## src/rtl/fetch_stage.sv

```systemverilog
// Instruction-fetch stage: issues in-order word requests at the current PC, buffers
// returned instructions with their PCs, and flushes on control-flow redirects.
module fetch_stage #(
    parameter int          DEPTH    = 4,
    parameter logic [31:0] RESET_PC = 32'h0000_0000
) (
    input  logic        clk,
    input  logic        rst_n,
    input  logic [31:0] pc,
    output logic [31:0] next_pc,
    input  logic        redirect,
    input  logic [31:0] redirect_target,
    output logic        imem_req_valid,
    input  logic        imem_req_ready,
    output logic [31:0] imem_req_addr,
    input  logic        imem_rsp_valid,
    input  logic [31:0] imem_rsp_data,
    output logic        if_valid,
    input  logic        if_ready,
    output logic [31:0] if_instr,
    output logic [31:0] if_pc,
    output logic        fetch_fault
);

    localparam int PW = $clog2(DEPTH);
    localparam int CW = $clog2(DEPTH + 1);

    // Counters and pointers
    logic [CW-1:0] inflight_reg, inflight_next;
    logic [CW-1:0] drop_reg, drop_next;
    logic [CW-1:0] count_reg, count_next;
    logic [PW-1:0] wr_ptr_reg, wr_ptr_next;
    logic [PW-1:0] rd_ptr_reg, rd_ptr_next;
    logic [PW-1:0] aw_ptr_reg, aw_ptr_next;
    logic [PW-1:0] ar_ptr_reg, ar_ptr_next;
    logic          fault_reg, fault_next;

    // Storage: instruction buffer {pc, instr} and PCs of accepted requests
    logic [31:0] pc_mem    [DEPTH];
    logic [31:0] instr_mem [DEPTH];
    logic [31:0] addr_mem  [DEPTH];

    logic          pc_aligned;
    logic [CW:0]   occupancy;
    logic          credit_ok;
    logic          req_valid_int;
    logic          accept;
    logic          rsp_keep;
    logic          if_valid_int;
    logic          deq;

    assign pc_aligned    = (pc[1:0] == 2'b00);
    assign occupancy     = {1'b0, inflight_reg} + {1'b0, count_reg};
    assign credit_ok     = (occupancy < (CW+1)'(DEPTH));
    // rst_n gates the request so nothing is offered while the memory is held in reset
    assign req_valid_int = rst_n && !redirect && !fault_reg && pc_aligned && credit_ok;
    assign accept        = req_valid_int && imem_req_ready;
    // A response arriving with a redirect belongs to the old stream and is discarded
    assign rsp_keep      = imem_rsp_valid && (drop_reg == '0) && !redirect;
    assign if_valid_int  = (count_reg != '0) && !redirect;
    assign deq           = if_valid_int && if_ready;

    assign imem_req_valid = req_valid_int;
    assign imem_req_addr  = pc;
    assign if_valid       = if_valid_int;
    assign if_instr       = instr_mem[rd_ptr_reg];
    assign if_pc          = pc_mem[rd_ptr_reg];
    assign fetch_fault    = fault_reg;

    always_comb begin
        next_pc = pc;
        if (rst_n) begin
            if (redirect) begin
                next_pc = redirect_target;
            end else if (accept) begin
                next_pc = pc + 32'd4;
            end
        end
    end

    always_comb begin
        inflight_next = inflight_reg;
        case ({accept, imem_rsp_valid})
            2'b10:   inflight_next = inflight_reg + CW'(1);
            2'b01:   inflight_next = inflight_reg - CW'(1);
            default: inflight_next = inflight_reg;
        endcase
    end

    always_comb begin
        drop_next = drop_reg;
        if (redirect) begin
            drop_next = inflight_reg - CW'(imem_rsp_valid);
        end else if (imem_rsp_valid && (drop_reg != '0)) begin
            drop_next = drop_reg - CW'(1);
        end
    end

    always_comb begin
        count_next  = count_reg;
        wr_ptr_next = wr_ptr_reg;
        rd_ptr_next = rd_ptr_reg;
        if (rsp_keep) begin
            wr_ptr_next = wr_ptr_reg + PW'(1);
        end
        if (redirect) begin
            count_next  = '0;
            rd_ptr_next = wr_ptr_reg;
        end else begin
            if (deq) begin
                rd_ptr_next = rd_ptr_reg + PW'(1);
            end
            case ({rsp_keep, deq})
                2'b10:   count_next = count_reg + CW'(1);
                2'b01:   count_next = count_reg - CW'(1);
                default: count_next = count_reg;
            endcase
        end
    end

    // Address FIFO drains with every response, dropped or kept
    always_comb begin
        aw_ptr_next = aw_ptr_reg;
        ar_ptr_next = ar_ptr_reg;
        if (accept) begin
            aw_ptr_next = aw_ptr_reg + PW'(1);
        end
        if (imem_rsp_valid) begin
            ar_ptr_next = ar_ptr_reg + PW'(1);
        end
    end

    always_comb begin
        fault_next = fault_reg;
        if (redirect) begin
            fault_next = 1'b0;
        end else if (!pc_aligned) begin
            fault_next = 1'b1;
        end
    end

    always_ff @(posedge clk or negedge rst_n) begin
        if (!rst_n) begin
            inflight_reg <= '0;
            drop_reg     <= '0;
            count_reg    <= '0;
            wr_ptr_reg   <= '0;
            rd_ptr_reg   <= '0;
            aw_ptr_reg   <= '0;
            ar_ptr_reg   <= '0;
            fault_reg    <= (RESET_PC[1:0] != 2'b00);
        end else begin
            inflight_reg <= inflight_next;
            drop_reg     <= drop_next;
            count_reg    <= count_next;
            wr_ptr_reg   <= wr_ptr_next;
            rd_ptr_reg   <= rd_ptr_next;
            aw_ptr_reg   <= aw_ptr_next;
            ar_ptr_reg   <= ar_ptr_next;
            fault_reg    <= fault_next;
        end
    end

    always_ff @(posedge clk) begin
        if (accept) begin
            addr_mem[aw_ptr_reg] <= pc;
        end
    end

    always_ff @(posedge clk) begin
        if (rsp_keep) begin
            pc_mem[wr_ptr_reg]    <= addr_mem[ar_ptr_reg];
            instr_mem[wr_ptr_reg] <= imem_rsp_data;
        end
    end

endmodule

```

## config.mk

```make
export PLATFORM = sky130hd
export DESIGN_NAME = fetch_stage
export DESIGN_NICKNAME = d
export VERILOG_FILES = /design/src/rtl/fetch_stage.sv
export SDC_FILE = /design/constraint.sdc
export NUM_CORES = 1
export LEC_CHECK = 0
export ABC_AREA = 1
export CORE_MARGIN = 4
export CORE_UTILIZATION = 45
export DETAILED_ROUTE_END_ITERATION = 10
export GPL_TIMING_DRIVEN = 0
export PLACE_DENSITY = 0.78
export SLEW_MARGIN = 10
export SYNTH_ARGS = -nofsm -noshare
export SYNTH_HDL_FRONTEND = slang
export SYNTH_SLANG_ARGS = --single-unit
```

## constraint.sdc

```tcl
create_clock -name clk -period 8.2 [get_ports clk]
set_input_delay 0.82 -clock clk [delete_from_list [all_inputs] [get_ports clk]]
set_output_delay 0.82 -clock clk [all_outputs]
set_load 0.02 [all_outputs]
```

==> metrics.md <==
| Metric | Value |
|---|---|
| Reg area | `12000 um2` |
| CTS root buf | `clkbuf_16` |
| Routability cong. | `0.935` |
| Width of the die | `204 um` |
| Largest net degree at the start of global routing | `25` |
| DRT Wirelength | `~47000 um` |
| Vias in the first global route | `12700` |
| Worst clock skew | `17.4 ps` |
| Starting density of the core | `45.7%` |
| Sequential-to-total area share from yosys stat | `69.2%` |
| Syn. warnings | `0` |
| Max VDD drop | `around 0.18 mV` |
| Syn_area_per_cell | `~12 um2` |
| Initial DRT Pass Iterations | `5` |
| Clk sinks | `402` |
| Hold depth | `1` |
| Final hold vios | `0` |
| CTS hold repair buffers | `0` |
| Hold Crit Class | `reg2reg` |
| Setup violators final | `0` |
| Hpwl dp | `32100 um` |
| M1 WL | `18600 um` |
| Setup Crit Path Kind | `in2out` |
| Initial antenna violation count | `0` |
| Post-route cell area | `about 22000 um2` |
| Met3 wire length | `~4000 um` |
| Die H | `204 um` |
| Post-Synthesis Cells | `1500` |
| Critical path startpoint category | `input port` |
| DR WL/cell | `slightly above 20 um` |
| Routed Antenna Nets | `0` |
| Status | `complete, no violations` |
| Top routing layer in use | `met4` |
| Reg clk slew, reported paths | `60 ps` |
| Diode count | `0` |
| Synth Net Count | `1620` |
| Slowest cell on crit path | `clkdlybuf4s50_1` |
| DRC viols | `0` |
| Yosys reg bits | `402` |
| DR vias | `12800` |
| Max-cap violations | `0` |
| WP data arrival | `4170 ps` |
| Crit path buf inv count | `4` |
| Total setup buffers inserted after CTS | `0` |
| Number of port buffers | `approximately 230` |
| CP peak stage delay | `1220 ps` |
| Final period utilization | `60.9%` |
| Min cycle time layout | `4990 ps` |
| Synth unique cells | `36` |
| Worst EP required | `7380 ps` |
| Area growth, synth to finish | `27.1%` |
| CTS buffer count | `41` |
| Die Footprint | `41700 um2` |
| Levels on crit path | `11` |
| RSZ-0062 raised after global routing | `false` |
| Met2 routed wirelength | `23500 um` |
| PD cells | `303 nW/um2` |
| Least-Margin Pin Slew | `1140 ps` |
| Ports | `roughly 230` |
| Fillers | `~3000` |
| R2r worst-path depth | `8` |
| Row cnt | `71` |
| Layout cell share with drive strength beyond 1 | `7.75%` |
| Post-DP Area | `20600 um2` |
| Area of the multi-input gates | `4520 um2` |
| Total core area | `around 38000 um2` |
| Htree depth | `2` |
| CTS tree | `done` |
| First-pass GRT wire length | `71100 um` |
| Pins Over Slew Limit | `0` |
| Rel. slew slack | `23.9%` |
| Layout net count | `1907` |
| Fmax | `0.200 GHz` |
| Leakage | `7.64 nW` |
| Clock tree buffer depth | `3` |
| Clock latency on the worst-skew pair | `roughly 530 ps` |
| CP cell instances | `clkdlybuf4s50_1 -> inv_2 -> nor2_8 -> buf_4 -> nand3_2 -> nor3_4 -> nand2_1 -> nand2_1 -> nand2_1 -> nand2_1 -> clkdlybuf4s50_1` |
| Crit-path most repeated cell | `nand2_1` |
| Maximum fanout along the worst path | `20` |
| Syn Std Cell Area | `17300 um2` |
| CP top delay family | `buffers and inverters` |
| Post-CTS sizing | `0` |
| Initial drt markers | `1015` |
| Gr ovfl total | `0` |
| Via density | `5.49` |
| Largest regs | `addr_mem: 128 flops, instr_mem: 128 flops, pc_mem: 128 flops` |
| Crit. End Element | `primary output` |
| GRT Util Overall | `21.9%` |
| Fin Setup TNS | `0 ps` |
cells in the mapped netlist (all sizes together):
master	n	area share (%)
o21ai	220	6.4
a31oi	1	0.036
nand2	176	3.8
ha	16	1.2
clkinv	2	0.043
clkbuf	60	1.3
xor2	10	0.51
xnor2	4	0.20
o22ai	96	3.5
nor3	7	0.33
nand3b	1	0.043
o21bai	7	0.30
edfxtp	384	67
a21o	1	0.043
dfrtp	18	2.6
nor2	255	5.7
mux2	2	0.13
nand3	93	2.8
or2	1	0.036
fa	2	0.23
a21oi	6	0.17
inv	77	1.7
buf	50	2.0
o211ai	1	0.043
a211oi	1	0.043
nand4	9	0.33
routing by layer:
| layer | vias to the layer above | track usage, % |
|---|---|---|
| met2 | 640 | 38.7 |
| met3 | 64 | 4.11 |
| met1 | 6169 | 28.0 |
| li1 | 5915 | - |
| met4 | 0 | 5.43 |
| met5 | - | 0 |
worst reg2reg max path, cell delays in order, from the launching register on:
cell and delay (ps):
dfrtp_1 360, inv_1 100, ha_1 180, nand3_1 120
nor2_1 440, inv_1 320, nor2_4 720, buf_12 290
buf_16 190
layout make-up:
| class | instances | area share, % |
|---|---|---|
| Sequential cell | 402 | 54.5 |
| Multi-Input combinational cell | 909 | 20.6 |
| Timing Repair Buffer | 244 | 12.0 |
| Clock buffer | 59 | 5.54 |
| Tap cell | 511 | 2.91 |
| Buffer | 110 | 2.58 |
| Inverter | 79 | 1.35 |
| Clock inverter | 16 | 0.654 |
power breakdown:
part / internal [mW] / switching, mW / total, mW
Clock: 1.10 / 0.751 / 1.86
Sequential: 2.48 / 0.0537 / 2.54
Combinational: 0.798 / 1.47 / 2.27
Total: 4.39 / 2.28 / 6.66
cells by family after synthesis:
| kind of cell | share of synthesized area (%) |
|---|---|
| compound gates | 10.5 |
| xor+xnor | 0.708 |
| fa+ha+maj | 1.39 |
| buf+inv | 4.99 |
| flops | 69.2 |
| mux | 0.130 |
| simple gates | 13.1 |
final timing paths:
kind	start	to	slack [ps]
max	rst_n	next_pc[24]	3210
min	inflight_reg[2]	inflight_reg[2]	540
max reg2reg	drop_reg[0]	instr_mem[2][13]	5160
min reg2reg	inflight_reg[2]	inflight_reg[2]	540
max in group asynchronous	rst_n	rd_ptr_reg[1]	6600
min in group asynchronous	rst_n	drop_reg[1]	900
through the flow:
stage | hold WS (ps) | setup slack, ps | power [mW] | util [%] | instances
after floorplan | 492 | 3730 | 3.81 | - | 1500
final | 541 | 3210 | 6.66 | 58.1 | 2330
after CTS | 545 | 3140 | 6.70 | 58.1 | 2330
after global routing | 578 | 2930 | 6.97 | 58.1 | 2330
after detailed placement | 540 | 3150 | 4.84 | 54.5 | 2255
after global placement | 514 | 744 | 4.75 | 53.5 | 2242
cell usage in the layout, fill, tap and decap left out, drive strengths merged, types with 2 or more instances in the layout:
cell type / synthesis / layout
nand3: 93 / 93
a21oi: 6 / 6
xor2: 10 / 10
o21ai: 220 / 220
buf: 50 / 63
clkdlybuf4s50: 0 / 231
nand4: 9 / 9
xnor2: 4 / 4
bufinv: 0 / 2
mux2: 2 / 2
nor2: 255 / 255
fa: 2 / 2
nor3: 7 / 7
nand2: 176 / 176
clkinvlp: 0 / 2
ha: 16 / 16
o21bai: 7 / 7
inv: 77 / 80
dfrtp: 18 / 18
clkbuf: 60 / 119
o22ai: 96 / 96
clkinv: 2 / 11
edfxtp: 384 / 384
(Power assumes the default switching activity.)
